<file path="src/rtl/vga_frame_fetch.sv">
// -----------------------------------------------------------------------------
// vga_frame_fetch
//   Display-side fetch stage between the VGA timing generator and a column-major
//   frame buffer. The source image is upscaled SCALE x SCALE into a window that
//   starts at (H_OFFSET, V_OFFSET). One read address is produced per pixel using
//   incremental counters, so no multiplier is needed. The in-window flag is
//   delayed to line up with the RAM read latency and gates the registered RGB.
//
// Ports
//   clk_vga         in   1       pixel clock, sole clock
//   reset           in   1       synchronous, active-high
//   x_loc           in   11      current column, +1 per clock within a line
//   y_loc           in   11      current line
//   bram_read_addr  out  ADDR_W  frame-buffer read address (src_y + src_x*IMG_H)
//   bram_read_data  in   12      frame-buffer data {R[3:0],G[3:0],B[3:0]}
//   RED_out         out  4       registered red
//   GREEN_out       out  4       registered green
//   BLUE_out        out  4       registered blue
//   frame_start     out  1       one-cycle pulse after (x_loc,y_loc)==(0,0)
// -----------------------------------------------------------------------------
module vga_frame_fetch #(
  parameter int H_RES       = 1280,
  parameter int V_RES       = 1024,
  parameter int IMG_W       = 320,
  parameter int IMG_H       = 240,
  parameter int SCALE       = 4,
  parameter int H_OFFSET    = 0,
  parameter int V_OFFSET    = 32,
  parameter int RAM_LATENCY = 2,
  parameter int ADDR_W      = 18
) (
  input  logic              clk_vga,
  input  logic              reset,
  input  logic [10:0]       x_loc,
  input  logic [10:0]       y_loc,
  output logic [ADDR_W-1:0] bram_read_addr,
  input  logic [11:0]       bram_read_data,
  output logic [3:0]        RED_out,
  output logic [3:0]        GREEN_out,
  output logic [3:0]        BLUE_out,
  output logic              frame_start
);

  localparam int SUB_W   = (SCALE > 1) ? $clog2(SCALE) : 1;
  localparam int SRC_Y_W = (IMG_H > 1) ? $clog2(IMG_H) : 1;

  localparam logic [10:0] H_FIRST = 11'(H_OFFSET);
  localparam logic [10:0] H_SPAN  = 11'(IMG_W * SCALE - 1);
  localparam logic [10:0] H_LAST  = 11'(H_OFFSET + IMG_W * SCALE - 1);
  localparam logic [10:0] V_FIRST = 11'(V_OFFSET);
  localparam logic [10:0] V_SPAN  = 11'(IMG_H * SCALE - 1);

  localparam logic [SUB_W-1:0]   SUB_MAX   = SUB_W'(SCALE - 1);
  localparam logic [SRC_Y_W-1:0] SRC_Y_MAX = SRC_Y_W'(IMG_H - 1);
  localparam logic [ADDR_W-1:0]  COL_STEP  = ADDR_W'(IMG_H);
  localparam logic [ADDR_W-1:0]  ADDR_MAX  = ADDR_W'(IMG_W * IMG_H - 1);

  // Window decode. Offsetting by the window start lets an unsigned wrap-around
  // turn "below the start" into "far above the span", so each axis needs only
  // one comparison.
  logic [10:0] x_rel;
  logic [10:0] y_rel;
  logic        h_in;
  logic        v_in;
  logic        in_win;
  logic        line_end;

  assign x_rel    = x_loc - H_FIRST;
  assign y_rel    = y_loc - V_FIRST;
  assign h_in     = (x_rel <= H_SPAN);
  assign v_in     = (y_rel <= V_SPAN);
  assign in_win   = h_in && v_in;
  assign line_end = in_win && (x_loc == H_LAST);

  // Scan counters
  logic [SUB_W-1:0]   x_sub;
  logic [SUB_W-1:0]   y_sub;
  logic [ADDR_W-1:0]  col_base;
  logic [SRC_Y_W-1:0] src_y;

  // Address generation
  logic [ADDR_W:0]    addr_sum;
  logic [ADDR_W-1:0]  addr_next;

  assign addr_sum = {1'b0, col_base} + (ADDR_W + 1)'(src_y);

  // NOTE: every always_comb output gets a default first, so no path can leave
  // it unassigned and infer a latch.
  always_comb begin
    addr_next = '0;
    if (in_win) begin
      if (addr_sum > {1'b0, ADDR_MAX}) begin
        addr_next = ADDR_MAX;
      end else begin
        addr_next = addr_sum[ADDR_W-1:0];
      end
    end
  end

  // NOTE: sequential state uses non-blocking assignments so every register
  // samples pre-edge values regardless of statement order.
  always_ff @(posedge clk_vga) begin
    if (reset) begin
      x_sub    <= '0;
      col_base <= '0;
      y_sub    <= '0;
      src_y    <= '0;
    end else begin
      // Horizontal: cleared in blanking, so each line's window starts at column 0.
      if (!in_win) begin
        x_sub    <= '0;
        col_base <= '0;
      end else if (x_sub == SUB_MAX) begin
        x_sub    <= '0;
        col_base <= col_base + COL_STEP;
      end else begin
        x_sub <= x_sub + 1'b1;
      end

      // Vertical: advances once per line on the last window pixel.
      if (!v_in) begin
        y_sub <= '0;
        src_y <= '0;
      end else if (line_end) begin
        if (y_sub == SUB_MAX) begin
          y_sub <= '0;
          src_y <= (src_y == SRC_Y_MAX) ? '0 : src_y + 1'b1;
        end else begin
          y_sub <= y_sub + 1'b1;
        end
      end
    end
  end

  // Stage 0 lines up with the address register; stage RAM_LATENCY lines up
  // with valid read data.
  logic [RAM_LATENCY:0] win_pipe;

  always_ff @(posedge clk_vga) begin
    if (reset) begin
      // NOTE: the flag delay line is cleared on reset so a stale in-window flag
      // cannot release RGB before a fresh one has propagated.
      win_pipe       <= '0;
      bram_read_addr <= '0;
      RED_out        <= '0;
      GREEN_out      <= '0;
      BLUE_out       <= '0;
      frame_start    <= 1'b0;
    end else begin
      win_pipe       <= {win_pipe[RAM_LATENCY-1:0], in_win};
      bram_read_addr <= addr_next;
      frame_start    <= (x_loc == 11'd0) && (y_loc == 11'd0);
      if (win_pipe[RAM_LATENCY]) begin
        RED_out   <= bram_read_data[11:8];
        GREEN_out <= bram_read_data[7:4];
        BLUE_out  <= bram_read_data[3:0];
      end else begin
        RED_out   <= '0;
        GREEN_out <= '0;
        BLUE_out  <= '0;
      end
    end
  end

endmodule

</file>
<file path="config.mk">
export PLATFORM = sky130hd
export DESIGN_NAME = vga_frame_fetch
export DESIGN_NICKNAME = d
export VERILOG_FILES = /design/src/rtl/vga_frame_fetch.sv
export SDC_FILE = /design/constraint.sdc
export NUM_CORES = 1
export LEC_CHECK = 0
export CELL_PAD_IN_SITES_DETAIL_PLACEMENT = 1
export CELL_PAD_IN_SITES_GLOBAL_PLACEMENT = 1
export CORE_UTILIZATION = 37
export DETAILED_ROUTE_END_ITERATION = 7
export PLACE_DENSITY_LB_ADDON = 0.1
export SYNTH_ARGS = -nofsm -noshare
export SYNTH_HDL_FRONTEND = slang
export SYNTH_SLANG_ARGS = --single-unit
export TNS_END_PERCENT = 50
</file>
<file path="constraint.sdc">
create_clock -name clk_vga -period 4.05 [get_ports clk_vga]
set_clock_uncertainty 0.15 [all_clocks]
set_input_delay 0.6075 -clock clk_vga [delete_from_list [all_inputs] [get_ports clk_vga]]
set_output_delay 0.6075 -clock clk_vga [all_outputs]
set_load 0.1 [all_outputs]
</file>
==> results by group, run 1 <==
Timing
  • Tcrit/Tclk final: ~86%
  • Final hold vios: 0
  • Crit path time final: approximately 3.5 ns
  • F_max: 0.286 GHz
  • Max_slew headroom: roughly 33%
  • RSZ-0062 raised after global routing: false
  • Hold_ws: about 0.28 ns
  • Final TNS setup: 0 ns
  • Final Max Tran Viols: 0
  • Endpoints failing setup: 0
  • Worst Tran Pin Value: about 1.0 ns

Routing
  • Vias per cell: around 5
  • DRC Markers: 0
  • Drt first pass iters: 4
  • Routed WL: 6920 um
  • Total vias in the final route: roughly 2400
  • Post-route ant nets: 0
  • Post-DR wirelength/cell: ~15 um
  • First DRT Iteration DRCs: 71

Critical path
  • CP Data Arrival Time: approximately 3.6 ns
  • Cell Chain, Critical Path: ha_1 > fa_1 > a211o_1 > and3_4 > or4_1 > o41a_1 > nor4_4 > o31a_2
  • Worst reg2reg path startpoint: src_y[4]
  • Max Fanout on Critical Path: 11
  • FF-to-FF path depth: 8
  • Worst Path Class, Setup: reg -> reg
  • CP Buf/Inv Count: 0
  • R2R Setup Slk: between 0.5 and 0.6 ns
  • FF-to-FF End: bram_read_addr[3]
  • CP peak stage delay: ~0.52 ns
  • Endpoint class of the critical path: register
  • Family with the most delay on the worst path: simple AND/OR/NAND/NOR gates
  • Critical path's slowest cell: or4_1
  • Required @ worst endpoint: between 4 and 5 ns
  • Startpoint types: register

Place
  • DP Wirelength: 5410 um
  • Routability congestion estimate: 0.850
  • Port Buffers: between 60 and 70

CTS
  • Setup Buffers After CTS: 0
  • TritonCTS clock tree: yes
  • Deepest clock path buffer count: 2
  • CTS resizes: 0
  • Sinks on Clock Net: 60
  • Clk_lat worst skew: about 0.34 ns
  • Clock Pin Slew Worst Setup and Hold Paths: ~0.07 ns
  • Clock root buffer: clkbuf_8
  • H-tree depth: 3
  • CTS buffer count: 9
  • Post-CTS Hold Buffers: 0

Finish
  • Commonest non-fill, non-tap cell in the layout: clkdlybuf4s50_1
  • Area delta synth->final: 33.4%
  • Most frequent cells in the layout: clkdlybuf4s50_1, dfxtp_1, nor2_1
  • Antenna cell count: 0
  • Layout net count: just over 400
  • Share of post-route cells with drive strength above 1: under 10%

Pwr
  • Pwr Density: between 300 and 400 mW/mm^2
  • Leakage power figure: roughly 1.4 nW
  • Total Power: roughly 0.0012 W
  • Worst IR Drop VDD: a little under 0.2 mV

Job
  • Number of max-cap violations: 0

Yosys
  • Post-Synthesis Cells: 300
  • Synth Warn #: 0
  • Yosys reg bits: 60
  • Largest family of logic cells by synthesized area: simple AND/OR/NAND/NOR gates
  • Compound-Gate Fraction of Synth Area: between 10% and 20%
  • Syn_nets: approximately 350
  • Simple-gate portion of the synthesized area: 25.4%
  • Mux cell area share after synthesis: ~1.4%
  • Number of synthesized flops with an enable pin: 0
  • Post-Synth Adder-Cell Area: under 10%
  • Synth Area in XOR/XNOR: 9.10%
  • Syn_area_per_cell: 9.30 um^2
  • Distinct cells, synth: ~50
  • Proportion of synthesized chip area in sequential cells: between 40% and 50%
  • Predominant post-synthesis flop cell: dfxtp_1
  • Post-Syn Area: 0.00279 mm^2
  • Ys async rst share: 0%

Die
  • Die height: 88.8 um
  • Die area: about 0.0079 mm^2
  • IO Pins: 67
  • Core Area: just over 0.007 mm^2
  • DIE WIDTH: between 80 and 90 um
  • Initial core utilization: about two fifths
  • FP Rows: 31

GRT
  • Gr ovfl total: 0
  • Total track usage: around 18%
  • Global-route wire length before repair: between 10000 and 15000 um
  • Vias in the first global route: between 2000 and 2500
  • Largest net degree at the start of global routing: 17
  • Initial antenna violation count: 0

Min path
  • Hold Path End: x_sub[0]
  • Worst min path class: reg -> reg
  • Hold path startpoint: x_sub[0]
  • WHS Path Cells: 1

Run status
  • Status: completed
per-stage QoR:
| step | cell area [um^2] | worst slack [ns] | instances | utilization [%] |
|---|---|---|---|---|
| 3_5_place_dp | 3520 | 0.526 | 452 | 48.6 |
| 4_1_cts | 3720 | 0.555 | 468 | 51.3 |
| 6_report | 3720 | 0.553 | 468 | 51.3 |
| 3_3_place_gp | 3520 | 0.599 | 452 | 48.6 |
| 2_1_floorplan | 2790 | 0.913 | 300 | - |
| 5_1_grt | 3720 | 0.386 | 468 | 51.3 |
synthesized netlist by cell type, types with 2 or more instances:
cell type  instances  area, um^2
o41ai_1            3        26.3
a21oi_1            5        25.0
xnor2_1           14         123
nand3_1           13        65.1
o32ai_1            2        17.5
nor3b_1            2        15.0
inv_1             11        41.3
xor2_1            15         131
or4_1              4        30.0
nor2_1            32         120
o21ai_0            2        10.0
nand2b_1           5        31.3
dfxtp_1           60        1200
a211oi_1           2        15.0
buf_2              3        15.0
nand4_1           12        75.1
nand2_1           12        45.0
o211ai_1           5        37.5
nor2b_1            3        18.8
o21ai_1            2        10.0
nor3_1             4        20.0
clkbuf_1          11        41.3
o21a_1             3        22.5
and2_1            15        93.8
ha_1              10         125
and4_1             2        17.5
and3_1             7        43.8
a21o_1             2        15.0
mux2i_1            4        40.0
nor4_1             5        31.3
and4b_1            2        20.0
o31a_1             9        78.8
where the power goes:
| part | switching, W | total (W) | internal, W |
|---|---|---|---|
| logic | 0.0000355 | 0.0000763 | 0.0000408 |
| clock network | 0.000251 | 0.000539 | 0.000288 |
| registers | 0.000000926 | 0.000594 | 0.000593 |
| total | 0.000287 | 0.00121 | 0.000922 |
worst max path at each step:
| stage | start | to | slack, ns | cells past startpoint |
|---|---|---|---|---|
| 4_1_cts | src_y[4] | bram_read_addr[3] | 0.56 | 8 |
| 3_5_place_dp | y_loc[5] | src_y[7] | 0.53 | 7 |
| 6_report | src_y[4] | bram_read_addr[3] | 0.55 | 8 |
| 3_3_place_gp | src_y[4] | bram_read_addr[3] | 0.60 | 8 |
| 2_1_floorplan | col_base[4] | bram_read_addr[0] | 0.91 | 9 |
| 5_1_grt | src_y[4] | bram_read_addr[3] | 0.39 | 8 |
layout make-up:
class	instances	area [um^2]
clock inverters	7	75.1
fillers	860	3530
inverters	11	41.3
repair buffers	69	683
well taps	99	124
multi-input cells	213	1470
flip-flops and latches	60	1200
clock buffers	9	124
kinds of logic after synthesis:
kind of cell / after synthesis
adders and majority gates: 11
and+or+nand+nor: 126
AOI/OAI and AO/OA: 42
DFF: 60
muxes: 4
other: 1
xor gates and xnor gates: 29
buffers and inverters: 27
sequential cells by signal, summed over array words and instances (netlist names):
register / cells
col_base: 14
win_pipe: 3
BLUE_out: 4
src_y: 8
y_sub: 2
frame_start: 1
bram_read_addr: 18
GREEN_out: 4
RED_out: 4
x_sub: 2
routing by layer:
metal,vias up,routed length (um),global-route usage (%),part of all wire [%]
met3,6,558,6.06,8.1
met1,1117,3220,22.0,46
met4,0,62,6.01,0.90
li1,1187,-,-,-
met5,-,0,0,0
met2,79,3080,30.3,45
(Power assumes the default switching activity.)
==> run 2, diff against run 1 <==
CORE_UTILIZATION = 40   (was 37)
clock period = 4.41 ns   (was 4.05 ns; I/O delays follow)
==> results by group, run 2 (synthesized netlist as in run 1, its figures left out) <==
Timing
  • Worst Tran Pin Value: 1.00 ns
  • Crit path time final: between 3 and 4 ns
  • F_max: around 0.28 GHz
  • Final TNS setup: 0 ns
  • Endpoints failing setup: 0
  • Hold_ws: 0.285 ns
  • Max_slew headroom: 33.0%
  • Tcrit/Tclk final: between 80% and 90%
  • Final Max Tran Viols: 0
  • RSZ-0062 raised after global routing: false
  • Final hold vios: 0

Finish
  • Antenna cell count: 0
  • Final cell count without fillers: 447
  • Biggest registers after layout: bram_read_addr (18), col_base (14), src_y (8)
  • Share of post-route cells with drive strength above 1: roughly 6.3%
  • Most frequent cells in the layout: clkdlybuf4s50_1, dfxtp_1, nor2_1
  • Final core utilization: a little over half
  • Area delta synth->final: 32.0%
  • Max FFs per register: 18
  • Commonest non-fill, non-tap cell in the layout: clkdlybuf4s50_1
  • Layout net count: about 410
  • Filler cell count: between 700 and 800
  • Top reg by flops: bram_read_addr

Critical path
  • Max Fanout on Critical Path: 11
  • CP Data Arrival Time: ~3.6 ns
  • Worst reg2reg path startpoint: src_y[4]
  • Critical path's slowest cell: or4_1
  • Startpoint types: register
  • CP Buf/Inv Count: 0
  • Worst Path Class, Setup: reg -> reg
  • CP peak stage delay: ~0.52 ns
  • Required @ worst endpoint: approximately 4.4 ns
  • CP startpoint: src_y[4]
  • Family with the most delay on the worst path: simple AND/OR/NAND/NOR gates
  • Cell Chain, Critical Path: ha_1 > fa_1 > a211o_1 > and3_4 > or4_1 > o41a_1 > nor4_4 > nor4_1
  • Endpoint class of the critical path: register

Routing
  • Metal2 WL: a little over 3000 um
  • Routed WL: ~6900 um
  • DRC Markers: 0
  • Drt first pass iters: 4
  • Met3 routed WL: 369 um
  • Total vias in the final route: about 2400
  • DRT met1 WL: ~3400 um
  • First DRT Iteration DRCs: between 50 and 60
  • Vias per cell: about 5.3
  • Top Metal Used: met4
  • Post-DR wirelength/cell: 15.5 um
  • Post-route ant nets: 0

Place
  • Port Buffers: between 60 and 70
  • Dpl cells: 431
  • Routability congestion estimate: slightly above 0.8
  • DP Wirelength: approximately 5000 um

CTS
  • H-tree depth: 3
  • Post-CTS Hold Buffers: 0
  • Deepest clock path buffer count: 2
  • Setup Buffers After CTS: 0
  • Sinks on Clock Net: 60
  • CTS buffer count: 9
  • Clock Pin Slew Worst Setup and Hold Paths: 0.07 ns
  • Clk_lat worst skew: ~0.35 ns
  • TritonCTS clock tree: yes
  • CTS resizes: 0
  • Clock root buffer: clkbuf_8

Die
  • Die area: around 0.0073 mm^2
  • DIE WIDTH: ~86 um
  • Core Area: 0.00676 mm^2
  • IO Pins: 67
  • Initial core utilization: between 40% and 50%
  • Die height: approximately 86 um
  • FP Rows: 30

GRT
  • Largest net degree at the start of global routing: 22
  • Total track usage: between 20% and 30%
  • Global-route wire length before repair: between 10000 and 15000 um
  • Vias in the first global route: between 2000 and 2500
  • Gr ovfl total: 0
  • Initial antenna violation count: 0

Run status
  • Status: completed

Pwr
  • Worst IR Drop VDD: between 0.1 and 0.15 mV
  • Leakage power figure: between 1 and 1.5 nW
  • Pwr Density: slightly above 300 mW/mm^2
  • Total Power: approximately 0.0011 W

Min path
  • Worst min path class: reg -> reg
  • Hold path startpoint: x_sub[0]

Job
  • Number of max-cap violations: 0
-- run 2: path summary, 6_finish.rpt --
path         cells past startpoint  slack, ns                  to
max                              8       0.86  bram_read_addr[10]
min                              1       0.29            x_sub[0]
max reg2reg                      8       0.86  bram_read_addr[10]
min reg2reg                      1       0.29            x_sub[0]
-- run 2: metal layers --
metal / up-vias / GRT usage (%)
met5: - / 0
met4: 0 / 8.18
met3: 12 / 5.39
met2: 69 / 32.9
met1: 1110 / 26.3
li1: 1182 / -
-- run 2: worst reg2reg max path, stage by stage, from the launching register on --
cell     delay (ns)
dfxtp_1        0.38
ha_1           0.23
fa_1           0.42
a211o_1        0.37
and3_4         0.21
or4_1          0.52
o41a_1         0.46
nor4_4         0.52
nor4_1         0.13
-- run 2: metrics by stage --
step / setup WS [ns] / instance area, um^2
after floorplan: 1.27 / 2790
after global placement: 0.854 / 3480
after detailed placement: 0.730 / 3480
after CTS: 0.873 / 3680
after global routing: 0.717 / 3680
final: 0.865 / 3680
-- run 2: area by class of cell --
cell class / instances / area, um^2 / share of cell area (%)
multi-input combinational: 213 / 1470 / 40.0
inverter: 11 / 41.3 / 1.12
clock buffer: 9 / 124 / 3.36
timing repair buffer: 67 / 668 / 18.1
clock inverter: 7 / 76.3 / 2.07
sequential: 60 / 1200 / 32.6
tap: 80 / 100 / 2.72
-- run 2: power by group --
group / switching [W] / internal (W) / leakage [nW]
combinational: 0.0000327 / 0.0000368 / 0.779
sequential: 0.000000916 / 0.000545 / 0.484
clock: 0.000239 / 0.000263 / 0.0958
